--- config.mk ---
export PLATFORM = sky130hd
export DESIGN_NAME = godmode_ctrl
export DESIGN_NICKNAME = d
export VERILOG_FILES = /design/src/rtl/godmode_pkg.sv /design/src/rtl/godmode_ctrl_frame_countdown.sv /design/src/rtl/godmode_ctrl.sv
export SDC_FILE = /design/constraint.sdc
export NUM_CORES = 1
export LEC_CHECK = 0
export BUFFER_PORTS_ARGS = -buffer_cell sky130_fd_sc_hd__buf_2
export CAP_MARGIN = 5
export CELL_PAD_IN_SITES_DETAIL_PLACEMENT = 1
export CELL_PAD_IN_SITES_GLOBAL_PLACEMENT = 1
export CORE_MARGIN = 2
export CORE_UTILIZATION = 40
export CTS_CLUSTER_DIAMETER = 40
export DETAILED_ROUTE_END_ITERATION = 10
export GPL_TIMING_DRIVEN = 0
export HOLD_SLACK_MARGIN = 0.08
export PLACE_DENSITY = 0.73
export SLEW_MARGIN = 20
export SYNTH_ARGS = -nofsm -noshare
export SYNTH_HDL_FRONTEND = slang
export SYNTH_SLANG_ARGS = --single-unit
--- constraint.sdc ---
create_clock -name clk -period 2.1 [get_ports clk]
set_input_delay 0.21 -clock clk [delete_from_list [all_inputs] [get_ports clk]]
set_output_delay 0.21 -clock clk [all_outputs]
set_load 0.005 [all_outputs]
--- src/rtl/godmode_pkg.sv ---
// Shared types and helpers for the GodMode sequencer: state encoding, frame counter width
// and a saturating adder used when stacked pickups extend the god period.
package godmode_pkg;

    localparam int FRAME_CNT_W = 10;

    typedef enum logic [1:0] {IDLE, ACTIVE, WARN, COOLDOWN} god_state_t;

    typedef logic [FRAME_CNT_W-1:0] frame_cnt_t;

    // One extra bit on the sum keeps the overflow visible before clamping.
    function automatic frame_cnt_t sat_add(input frame_cnt_t a, input frame_cnt_t b,
                                           input frame_cnt_t lim);
        logic [FRAME_CNT_W:0] sum;
        sum = {1'b0, a} + {1'b0, b};
        return (sum > {1'b0, lim}) ? lim : sum[FRAME_CNT_W-1:0];
    endfunction

endpackage

--- src/rtl/godmode_ctrl_frame_countdown.sv ---
// Loadable frame down-counter that saturates at zero; one instance each for the god
// period, the blink half-period and the cooldown.
module frame_countdown
    import godmode_pkg::*;
(
    input  logic       clk,
    input  logic       reset,
    input  logic       load,
    input  frame_cnt_t load_val,
    input  logic       dec,
    output frame_cnt_t count,
    output logic       zero
);

    // NOTE: sequential state uses non-blocking assignments so every register samples
    // pre-edge values regardless of block ordering.
    always_ff @(posedge clk) begin
        if (reset) begin
            count <= '0;
        end else if (load) begin
            count <= load_val;
        end else if (dec && (count != '0)) begin
            count <= count - frame_cnt_t'(1);
        end
    end

    // Flags that this cycle's decrement lands on (or holds at) zero.
    assign zero = dec && (count <= frame_cnt_t'(1));

endmodule

--- src/rtl/godmode_ctrl.sv ---
// GodMode sequencer: pickup starts a timed invulnerability period whose final frames blink
// the sprite, followed by a pickup cooldown. Define GODMODE_STACK_EN to accumulate pickups.
module godmode_ctrl
    import godmode_pkg::*;
#(
    parameter int DURATION        = 300,
    parameter int WARN_FRAMES     = 60,
    parameter int BLINK_FRAMES    = 6,
    parameter int COOLDOWN_FRAMES = 120,
    parameter int MAX_FRAMES      = 1023
) (
    input  logic                   clk,
    input  logic                   reset,
    input  logic                   startOfFrame,
    input  logic                   powerupTaken,
    input  logic                   gameOver,
    output logic                   GodMode,
    output logic                   godActive,
    output logic [FRAME_CNT_W-1:0] framesLeft,
    output logic                   godExpired
);

    localparam frame_cnt_t MAX_V   = frame_cnt_t'(MAX_FRAMES);
    localparam frame_cnt_t DUR_V   = frame_cnt_t'(DURATION);
    localparam frame_cnt_t LOAD_V  = (DUR_V > MAX_V) ? MAX_V : DUR_V;
    localparam frame_cnt_t WARN_V  = frame_cnt_t'(WARN_FRAMES);
    localparam frame_cnt_t BLINK_V = frame_cnt_t'(BLINK_FRAMES);
    localparam frame_cnt_t COOL_V  = frame_cnt_t'(COOLDOWN_FRAMES);

    god_state_t state;

    logic       pick, tick, in_god, start, retrig, god_tick, to_warn;
    logic       fr_load, fr_dec, fr_zero;
    logic       bl_load, bl_dec, bl_zero;
    logic       cd_load, cd_dec, cd_zero;
    frame_cnt_t fr_val, bl_val, cd_val, bl_count, cd_count;
    frame_cnt_t retrig_val;
    logic       retrig_warn;
    logic       unused_counts;

`ifdef GODMODE_STACK_EN
    assign retrig_val  = sat_add(framesLeft, LOAD_V, MAX_V);
    assign retrig_warn = (retrig_val <= WARN_V);
`else
    assign retrig_val  = LOAD_V;
    assign retrig_warn = 1'b0;
`endif

    // gameOver masks pickups and frame ticks so it wins over both.
    assign pick     = powerupTaken && !gameOver;
    assign tick     = startOfFrame && !gameOver;
    assign in_god   = (state == ACTIVE) || (state == WARN);
    assign start    = (state == IDLE) && pick;
    assign retrig   = in_god && pick;
    assign god_tick = in_god && tick && !pick;
    assign to_warn  = (state == ACTIVE) && god_tick && !fr_zero && (framesLeft == WARN_V + frame_cnt_t'(1));

    // NOTE: every always_comb output gets a default first so no path infers a latch.
    always_comb begin
        fr_load = gameOver || start || retrig;
        fr_val  = '0;
        fr_dec  = god_tick;
        bl_load = 1'b0;
        bl_val  = '0;
        bl_dec  = (state == WARN) && god_tick;
        cd_load = gameOver || fr_zero;
        cd_val  = gameOver ? '0 : COOL_V;
        cd_dec  = (state == COOLDOWN) && tick;

        if (start)       fr_val = LOAD_V;
        else if (retrig) fr_val = retrig_val;

        if (gameOver || start || fr_zero || (retrig && !retrig_warn)) begin
            bl_load = 1'b1;
        end else if (to_warn || (bl_zero && !fr_zero) || (retrig && retrig_warn)) begin
            bl_load = 1'b1;
            bl_val  = BLINK_V;
        end
    end

    frame_countdown u_frames (
        .clk(clk), .reset(reset), .load(fr_load), .load_val(fr_val), .dec(fr_dec),
        .count(framesLeft), .zero(fr_zero)
    );

    frame_countdown u_blink (
        .clk(clk), .reset(reset), .load(bl_load), .load_val(bl_val), .dec(bl_dec),
        .count(bl_count), .zero(bl_zero)
    );

    frame_countdown u_cooldown (
        .clk(clk), .reset(reset), .load(cd_load), .load_val(cd_val), .dec(cd_dec),
        .count(cd_count), .zero(cd_zero)
    );

    assign unused_counts = ^{bl_count, cd_count};

    always_ff @(posedge clk) begin
        if (reset) begin
            state      <= IDLE;
            GodMode    <= 1'b0;
            godActive  <= 1'b0;
            godExpired <= 1'b0;
        end else begin
            godExpired <= 1'b0;
            if (gameOver) begin
                state     <= IDLE;
                GodMode   <= 1'b0;
                godActive <= 1'b0;
            end else begin
                case (state)
                    IDLE: begin
                        if (pick) begin
                            state     <= ACTIVE;
                            GodMode   <= 1'b1;
                            godActive <= 1'b1;
                        end
                    end
                    ACTIVE, WARN: begin
                        if (retrig) begin
                            state   <= retrig_warn ? WARN : ACTIVE;
                            GodMode <= 1'b1;
                        end else if (fr_zero) begin
                            state      <= (COOLDOWN_FRAMES == 0) ? IDLE : COOLDOWN;
                            GodMode    <= 1'b0;
                            godActive  <= 1'b0;
                            godExpired <= 1'b1;
                        end else if (to_warn) begin
                            state <= WARN;
                        end else if (bl_zero) begin
                            GodMode <= ~GodMode;
                        end
                    end
                    COOLDOWN: begin
                        if (cd_zero) state <= IDLE;
                    end
                    default: state <= IDLE;
                endcase
            end
        end
    end

endmodule

==> qor.csv, run 1 <==
stage;metric;value;unit
run_status;status;completed;
route;totalWireLength;5420;µm
timing;fmax;479;MHz
route;drtIter0Drc;72;
yosys;ys_async_sr_fraction;0;%
route;route.detailed.drc;0;
clocking;cts_buffer_depth;2;
yosys;synthDistinctLibCells;47;
route;via_per_inst;5.59;
route;routedWlPerCell;15.9;µm
timing;slew_headroom;45.6;%
setup_path;cp_max_fo;6;
clocking;cts_sinks;35;
cells_and_area;final_cells;341;
timing;clock_skew;11.4;ps
setup_path;reg2reg_slack;10;ps
yosys;synth_top_cell_by_area;dfxtp_1;
grt;grt_max_degree;12;
cells_and_area;final_nets;292;
grt;use_met3;4.15;%
route;dr.pass1.iters;4;
setup_path;r2r_start;u_frames.count[8]$_SDFFE_PP0P_;
grt;use_met1;27.4;%
die;top_level_ports;18;
setup_path;critical_path.startpoint_type;register;
clocking;htree_levels;2;
power;power.density;558;nW/µm²
cells_and_area;drive_gt1_share;23.0;%
timing;setup_viol;0;
die;fp.dieH;75.2;µm
hold_path;min_to;state[1]$_SDFFE_PP0P_;
yosys;synth_nets;258;
die;rows;25;
hold_path;min_path_type;in -> reg;
yosys;synth_top_area_share;34.5;%
hold_path;hold_depth;3;
route;ant_nets;0;
hold_path;hold_path_startpoint;reset;
timing;hold_slack;275;ps
setup_path;path_class;reg -> reg;
setup_path;reg2reg_to;u_frames.count[8]$_SDFFE_PP0P_;
timing;finalMaxSlewViolations;0;
yosys;synth.avg_cell_area;8.49;µm²
cells_and_area;diodes;0;
grt;busiest_layer;met2;
die;die_area;5660;µm²
timing;fin_crit;2090;ps
yosys;synthCells;239;
clocking;clkTransAtPathRegs;80;ps
setup_path;critical_path_arrival;2250;ps
grt;grt_pass1_wl;8810;µm
grt;met2_usage;33.7;%
placement;dp_cells;323;
clocking;cts_tree;built;
placement;gp_congestion;0.727;
power;worst_ir_drop_vdd;0.334;mV
timing;rsz0062_at_grt;yes;
die;die_x;75.2;µm
yosys;synthTopCellsByArea;dfxtp_1 (35%), ha_1 (8.6%), nor2_1 (6.5%);
grt;antenna_found_initial;0;
setup_path;crit_required;2260;ps
grt;grt_use_total;20.8;%
die;coreArea;4820;µm²
yosys;synth_warnings;0;
grt;grt_overflow;0;
yosys;synth_edf_count;0;
clocking;clock_latency;300;ps
yosys;ys.flop_type;dfxtp_1;
clocking;cts_buffers;5;
cells_and_area;post-route-util;51.5;%
cells_and_area;area_growth_syn_to_layout;22.3;%
setup_path;end_kind;register;
yosys;synth_area;2030;µm²
clocking;cts_root_buffer;clkbuf_8;
timing;period_share;99.5;%
timing;tightestPinTransition;809;ps
yosys;ys_seq_area_share;34.5;%
placement;portBuffers;17;
die;start_util;42.1;%
flow_run;drv_cap;0;
grt;grt_pass1_vias;1838;
timing;fin_setup_tns;0;ps
timing;final_hold_viol_count;0;
placement;dp_hpwl;3730;µm
cells_and_area;final_cell_mix;nor2_1 (34), dfxtp_1 (33), buf_2 (18);
yosys;synth-seq-cells;35;
route;dr_total_vias;1906;
cells_and_area;layout_commonest_cell;nor2_1;
power;p_leak;0.935;nW
setup_path;reg2regPathDepth;5;
[routing by layer]
metal  wire (µm)  share of wire [%]
met1        2590                 48
met2        2630                 49
met3         115                2.1
met4          80                1.5
met5           0                  0
[logic make-up after synthesis]
group	count (synthesis)	synth area share, %
DFF	35	34.5
adders and majority gates	14	8.64
buffers and inverters	21	4.26
and+or+nand+nor	104	27.9
xor gates and xnor gates	20	8.64
AOI/OAI and AO/OA	45	16.0
[per-stage QoR]
step | setup slack [ps] | total power, mW | cell area [µm²]
final | 10.3 | 1.38 | 2480
after floorplan | 5.36 | 0.783 | 2050
after global placement | -242 | 0.821 | 2220
after CTS | 1.41 | 1.40 | 2390
after detailed placement | -249 | 0.823 | 2220
after global routing | -82.7 | 1.44 | 2480
[cell usage after synthesis (2+ instances only)]
cell type  number
dfxtp_1        35
nor4_1          8
a21oi_1        10
clkbuf_1        6
o31ai_1         2
nor3_1         10
nand4b_1        3
nand4_1         7
nand2b_1        4
xnor2_1         5
nor2_1         35
or2_2           2
a311oi_1        2
inv_1          14
or4_4           3
nand3_1         7
nand3b_1        3
o311ai_0        2
nand2_1        11
o21ai_0         5
ha_1           14
xor2_1         15
a211oi_1        3
o21a_1          2
or4_1           3
a31oi_1         7
[critical path: stages (launching register included)]
cell     delay, ps
dfxtp_1        360
nor4_1         730
a21oi_1        350
and4b_1        290
a21oi_1        130
a21oi_1         90
[worst max path at each step]
| stage | from | to | depth (start not counted) | slack, ps |
|---|---|---|---|---|
| 3_5_place_dp | state[1]$_SDFFE_PP0P_ | u_blink.count[8]$_SDFFE_PP0P_ | 9 | -250 |
| 4_1_cts | state[1]$_SDFFE_PP0P_ | godActive$_SDFFE_PP0P_ | 8 | 1 |
| 6_report | u_frames.count[8]$_SDFFE_PP0P_ | u_frames.count[8]$_SDFFE_PP0P_ | 5 | 10 |
| 3_3_place_gp | state[1]$_SDFFE_PP0P_ | u_cooldown.count[9]$_SDFFE_PP0P_ | 8 | -240 |
| 5_1_grt | state[0]$_SDFFE_PP0P_ | godActive$_SDFFE_PP0P_ | 8 | -80 |
| 2_1_floorplan | state[1]$_SDFFE_PP0P_ | godActive$_SDFFE_PP0P_ | 9 | 5 |
[area by class of cell]
| cell class | instances | area (µm²) |
|---|---|---|
| clock inverter | 1 | 7.51 |
| sequential | 35 | 706 |
| timing repair buffer | 29 | 173 |
| multi-input combinational | 183 | 1330 |
| fill | 607 | 2340 |
| inverter | 14 | 55.1 |
| clock buffer | 7 | 96.3 |
| tap | 67 | 83.8 |
| buffer | 5 | 33.8 |
[registers in the layout (all words and copies together) (netlist names)]
register / cells
GodMode: 1
godActive: 1
godExpired: 1
state: 2
u_blink.count: 10
u_cooldown.count: 10
u_frames.count: 10
[power by group]
part	internal, mW	total, mW	switching (mW)
Clock	0.299	0.564	0.266
Sequential	0.673	0.687	0.0139
Combinational	0.0538	0.132	0.0778
Total	1.03	1.38	0.357
[what timing repair did]
item	in CTS	in global routing
hold buffers	0	0
pin swaps	1	2
endpoints found under the setup margin	24	18
buffers inserted	5	6
resized for setup	13	10
gates cloned	0	1
(Power assumes the default switching activity.)
==> run 2: changes to the inputs <==
- CORE_UTILIZATION: 40 -> 41
- PLACE_DENSITY: 0.73 -> 0.74
- SYNTH_HIERARCHICAL: default -> 1
==> qor.csv, run 2 <==
stage;metric;value;unit
setup_path;path_class;reg -> reg;
clocking;cts_sinks;35;
setup_path;cp_max_fo;6;
cells_and_area;stdcell_area;3120;µm²
timing;final_hold_viol_count;0;
grt;grt_max_degree;12;
cells_and_area;final_cell_mix;nor2_1 (42), dfxtp_1 (33), buf_4 (28);
setup_path;crit_chain;inv_4, ha_4, and4bb_4, nand2b_4, or4_4, nor3_4, and4b_4, nand4_4, nor2b_4, nand4_1, inv_2, buf_8, nor2_4, a211oi_2;
setup_path;cp_slowest_cell;or4_4;
clocking;cts_root_buffer;clkbuf_8;
timing;tightestPinTransition;618;ps
setup_path;reg2regPathDepth;14;
yosys;ys_seq_area_share;29.5;%
cells_and_area;layout_commonest_cell;nor2_1;
die;rows;27;
grt;use_met3;4.72;%
clocking;cts_buffer_depth;2;
hold_path;hold_path_startpoint;powerupTaken;
placement;gp_congestion;0.793;
grt;busiest_layer;met2;
grt;grt_overflow;0;
grt;antenna_found_initial;0;
cells_and_area;reg.largest.list;u_blink/count x10, u_cooldown/count x10, u_frames/count x10;
timing;fmax;352;MHz
grt;use_met1;30.8;%
timing;fin_setup_tns;-14930;ps
yosys;synth_compound_area_share;23.6;%
route;route.detailed.drc;0;
power;switching_power;0.543;mW
die;fp.dieH;80.2;µm
power;p_int;1.08;mW
yosys;yosys-mux-area-fraction;3.79;%
setup_path;r2r_start;state[1]$_SDFFE_PP0P_;
yosys;synthCells;292;
setup_path;reg2reg_to;u_blink/count[6]$_SDFFE_PP0P_;
clocking;cts_buffers;5;
cells_and_area;drive_gt1_share;29.6;%
yosys;synth_edf_count;0;
clocking;clock_latency;290;ps
yosys;synth.top_cells.by_count;nor2_1 (43), dfxtp_1 (35), inv_1 (25), nor3_1 (16), a21oi_1 (14);
setup_path;critical_path_arrival;3060;ps
placement;dp_hpwl;4710;µm
hold_path;min_to;godExpired$_SDFF_PP0_;
clocking;cts_tree;built;
yosys;yosysMostFrequentCell;nor2_1;
timing;setup_viol;31;
yosys;synth_top_area_share;29.5;%
yosys;synth_xor_area_share;1.10;%
hold_path;min_path_type;in -> reg;
cells_and_area;seq_area;708;µm²
yosys;synth_fa_ha_area_share;5.79;%
clocking;clkTransAtPathRegs;80;ps
clocking;htree_levels;2;
power;pwr-share-comb;21.6;%
setup_path;crit_required;2310;ps
yosys;synth_top_family_by_area;simple AND/OR/NAND/NOR gates;
setup_path;slowest_delay;450;ps
die;coreArea;5540;µm²
route;dr.pass1.iters;4;
timing;hold_slack;268;ps
yosys;synthSimpleGateAreaFrac;30.4;%
cells_and_area;multiInputGateArea;1760;µm²
setup_path;critical_path.startpoint_type;register;
route;routedWlPerCell;16.7;µm
power;swShare;33.4;%
placement;portBuffers;17;
grt;met2_usage;41.8;%
die;die_area;6430;µm²
route;drtIter0Drc;92;
cells_and_area;final_nets;380;
timing;rsz0062_at_grt;yes;
power;power_frac_clock;30.8;%
flow_run;drv_cap;0;
grt;grt_pass1_vias;2509;
route;ant_nets;0;
yosys;synth_warnings;6;
power;seq_power_share;47.7;%
grt;grt_use_total;24.3;%
route;totalWireLength;7290;µm
hold_path;hold_depth;3;
cells_and_area;n_fill_cell;699;
yosys;ys_async_sr_fraction;0;%
setup_path;cp_top_family;simple AND/OR/NAND/NOR gates;
die;die_x;80.2;µm
timing;clock_skew;10.9;ps
die;top_level_ports;18;
power;p_leak;1.24;nW
yosys;synth_top_cell_by_area;dfxtp_1;
timing;slew_headroom;58.8;%
route;dr_total_vias;2433;
yosys;synth.avg_cell_area;8.15;µm²
placement;place_area;2670;µm²
die;start_util;42.9;%
timing;period_share;135;%
yosys;synthTopCellsByArea;dfxtp_1 (29%), nor2_1 (6.8%), ha_1 (5.8%);
timing;fin_crit;2840;ps
setup_path;crit_buf_inv;3;
power;worst_ir_drop_vdd;0.381;mV
power;power.total;1.63;mW
route;via_per_inst;5.57;
run_status;status;finished, violations left;
cells_and_area;diodes;0;
setup_path;reg2reg_slack;-740;ps
grt;grt_pass1_wl;12200;µm
run_status;violations;negative setup slack;
timing;finalMaxSlewViolations;0;
yosys;ys.flop_type;dfxtp_1;
timing;setup_slack;-742;ps
power;power.density;521;nW/µm²
setup_path;end_kind;register;
yosys;synth_area;2380;µm²
yosys;synthDistinctLibCells;48;
yosys;synth-seq-cells;35;
cells_and_area;area_growth_syn_to_layout;31.2;%
run 2: cell types whose count changed after synthesis, moves of 7 or more:
cell      delta
a311oi_1    +10
inv_1       +11
mux2i_1      +9
nor2_1       +8
nor4_1       -8
o31ai_1      +7
or3_1        +7
xor2_1      -15
run 2: tightest hold or removal path, cell delays in order:
cell and delay (ps):
buf_2 110, nand3b_1 130, nor2_1 50
run 2: area by class of cell:
class                      count  share of cell area [%]
buffer                         8                    1.48
tap                           72                    2.89
inverter                      25                    3.17
clock buffer                   6                    2.33
sequential                    35                    22.7
clock inverter                 2                   0.401
timing repair buffer          48                    10.5
multi-input combinational    241                    56.5
run 2: worst max path at each step:
stage | cells after the start | slack, ps | endpoint | startpoint
after CTS | 14 | -750 | u_blink/count[6]$_SDFFE_PP0P_ | state[1]$_SDFFE_PP0P_
after floorplan | 14 | -960 | u_blink/count[3]$_SDFFE_PP0P_ | state[0]$_SDFFE_PP0P_
final | 14 | -740 | u_blink/count[6]$_SDFFE_PP0P_ | state[1]$_SDFFE_PP0P_
after global placement | 15 | -1500 | u_blink/count[0]$_SDFFE_PP0P_ | state[0]$_SDFFE_PP0P_
after global routing | 12 | -850 | u_blink/count[2]$_SDFFE_PP0P_ | state[1]$_SDFFE_PP0P_
after detailed placement | 15 | -1530 | u_blink/count[6]$_SDFFE_PP0P_ | state[1]$_SDFFE_PP0P_
run 2: layer usage:
layer  vias to the layer above  share of wire [%]
li1                       1201                  -
met1                      1195                 47
met2                        30                 50
met3                         7                2.2
met4                         0               0.99
met5                         -                  0
run 2: cell families after synthesis:
| family | Yosys count |
|---|---|
| AO/OA/AOI/OAI | 76 |
| XOR/XNOR | 3 |
| adder cells (fa/ha/maj) | 11 |
| buffers and inverters | 35 |
| flip-flops | 35 |
| multiplexers | 9 |
| other | 1 |
| AND/OR/NAND/NOR | 122 |
run 2: repair_timing:
item                       4_1_cts  5_1_grt
setup endpoints to repair       32       32
hold buffers                     0        0
gates cloned                     1        0
pin swaps                        9        8
resized for setup               19       19
buffers inserted                26        4
run 2: metrics by stage:
step	cells	util, %	worst slack [ps]
after floorplan	311	-	-965
after global placement	400	48.2	-1500
after detailed placement	400	48.2	-1530
after CTS	433	54.3	-749
after global routing	437	56.3	-850
final	437	56.3	-742
run 2: power groups by stage:
stage | clock network (mW) | logic, mW | registers, mW
3_3_place_gp | 0 | 0.293 | 0.788
2_1_floorplan | 0 | 0.222 | 0.774
5_1_grt | 0.540 | 0.390 | 0.785
3_5_place_dp | 0 | 0.302 | 0.790
6_report | 0.501 | 0.351 | 0.775
4_1_cts | 0.518 | 0.326 | 0.774
==> run 3: changes to the inputs <==
- CORE_ASPECT_RATIO: default -> 1.5
- SETUP_SLACK_MARGIN: default -> 0.4
==> qor.csv, run 3 (synthesis results as in run 2) <==
stage;metric;value;unit
run_status;status;finished, violations left;
run_status;violations;negative setup slack;
setup_path;crit_required;2290;ps
timing;fin_crit;2880;ps
power;switching_power;0.543;mW
route;totalWireLength;7250;µm
die;start_util;41.7;%
setup_path;critical_path.startpoint_type;register;
die;fp.dieH;97.3;µm
cells_and_area;diodes;0;
clocking;clock_latency;290;ps
route;drtIter0Drc;82;
setup_path;reg2regPathDepth;11;
setup_path;path_class;reg -> reg;
clocking;hold_buffers;0;
power;pwr-share-comb;20.8;%
route;dr_total_vias;2430;
grt;grt_pass1_vias;2564;
power;swShare;31.9;%
power;seq_power_share;45.5;%
power;p_leak;1.23;nW
die;die_x;66.2;µm
grt;grt_overflow;0;
timing;finalMaxSlewViolations;0;
timing;hold_slack;265;ps
placement;portBuffers;17;
grt;grt_use_total;23.9;%
setup_path;critical_path_arrival;3060;ps
power;worst_ir_drop_vdd;0.317;mV
timing;period_share;137;%
clocking;clkTransAtPathRegs;80;ps
grt;antenna_found_initial;0;
cells_and_area;multiInputGateArea;1790;µm²
grt;grt_max_degree;11;
timing;rsz0062_at_grt;yes;
hold_path;hold_path_startpoint;gameOver;
clocking;cts_sinks;35;
timing;slew_headroom;61.5;%
hold_path;min_path_type;in -> reg;
setup_path;end_kind;register;
grt;grt_pass1_wl;12100;µm
flow_run;drv_cap;0;
hold_path;min_to;state[0]$_SDFFE_PP0P_;
cells_and_area;final_nets;374;
clocking;htree_levels;2;
power;p_int;1.16;mW
cells_and_area;final_cell_mix;nor2_1 (37), dfxtp_1 (33), conb_1 (20);
die;rows;34;
setup_path;reg2reg_to;u_blink/count[3]$_SDFFE_PP0P_;
route;via_per_inst;5.64;
cells_and_area;final_cells;431;
route;routedWlPerCell;16.8;µm
cells_and_area;reg.largest.list;u_blink/count x10, u_cooldown/count x10, u_frames/count x10;
route;ant_nets;0;
placement;dp_worst_setup_slack;-1620;ps
setup_path;cp_max_fo;8;
die;top_level_ports;18;
power;power_frac_clock;33.7;%
die;die_area;6440;µm²
cells_and_area;post-route-util;55.0;%
placement;dp_cells;400;
hold_path;hold_depth;3;
timing;setup_slack;-777;ps
cells_and_area;area_growth_syn_to_layout;31.8;%
timing;final_hold_viol_count;0;
timing;fmax;348;MHz
cells_and_area;drive_gt1_share;31.5;%
cells_and_area;n_fill_cell;726;
clocking;cts_root_buffer;clkbuf_8;
timing;tightestPinTransition;578;ps
die;coreArea;5700;µm²
setup_path;r2r_start;state[0]$_SDFFE_PP0P_;
setup_path;reg2reg_slack;-780;ps
clocking;cts_buffer_depth;2;
route;route.detailed.drc;0;
cells_and_area;seq_area;708;µm²
route;dr.pass1.iters;4;
clocking;cts_buffers;5;
power;power.density;543;nW/µm²
timing;clock_skew;3.00;ps
timing;setup_viol;33;
placement;gp_congestion;0.823;
placement;dp_hpwl;4810;µm
cells_and_area;layout_commonest_cell;nor2_1;
clocking;cts_tree;built;
## run 3: changes by cell type in the layout (fill, tap and decap cells not counted), sizes merged
| cell | delta |
|---|---|
| buf | -8 |
| clkbuf | +4 |
| clkinv | -1 |
| clkinvlp | -1 |
## run 3: worst max path at each step
stage	from	end	slack [ps]	cells past startpoint
after global routing	state[0]$_SDFFE_PP0P_	u_blink/count[1]$_SDFFE_PP0P_	-920	15
after detailed placement	state[1]$_SDFFE_PP0P_	u_blink/count[6]$_SDFFE_PP0P_	-1620	15
after floorplan	state[0]$_SDFFE_PP0P_	u_blink/count[3]$_SDFFE_PP0P_	-960	14
final	state[0]$_SDFFE_PP0P_	u_blink/count[3]$_SDFFE_PP0P_	-780	11
after CTS	state[1]$_SDFFE_PP0P_	u_blink/count[6]$_SDFFE_PP0P_	-800	15
after global placement	state[0]$_SDFFE_PP0P_	u_blink/count[0]$_SDFFE_PP0P_	-1540	15
## run 3: metal layers
layer	vias up	wire length (µm)	GRT usage (%)
met5	-	0	0
met4	0	140	8.48
met3	12	126	2.78
met2	27	4000	45.2
met1	1196	2990	26.0
li1	1195	-	-
## run 3: area by class of cell
type / count / share of cell area [%]
buffer: 10 / 2.19
clock buffer: 8 / 3.19
inverter: 25 / 3.23
multi-input combinational: 241 / 57.1
sequential: 35 / 22.6
tap: 72 / 2.87
timing repair buffer: 40 / 8.82
## run 3: timing repair
action,CTS,global route
endpoints found under the setup margin,35,35
pin swaps,13,13
gates resized for setup,21,26
cloned,1,0
buffers inserted,15,7
## run 3: through the flow
stage	TNS [ps]	power (mW)	cell area (µm²)
5_1_grt	-21080	1.79	3140
2_1_floorplan	-16910	1.00	2510
3_3_place_gp	-29910	1.09	2690
6_report	-17580	1.70	3140
3_5_place_dp	-31600	1.10	2690
4_1_cts	-16450	1.69	2970
## run 3: critical path, cell delays in order, from the launching register on
cell and delay (ps):
dfxtp_4 380, inv_4 40, ha_4 250, buf_6 80
and4bb_4 280, buf_4 160, and2_4 160, inv_1 60
a41o_1 190, clkbuf_2 180, or4b_2 640, a311oi_1 340
## run 3: power by group through the flow
stage / clock network [mW] / registers [mW] / logic (mW)
final: 0.573 / 0.775 / 0.354
after global routing: 0.616 / 0.784 / 0.392
after CTS: 0.592 / 0.774 / 0.327
after detailed placement: 0 / 0.790 / 0.306
after global placement: 0 / 0.790 / 0.298
after floorplan: 0 / 0.775 / 0.226
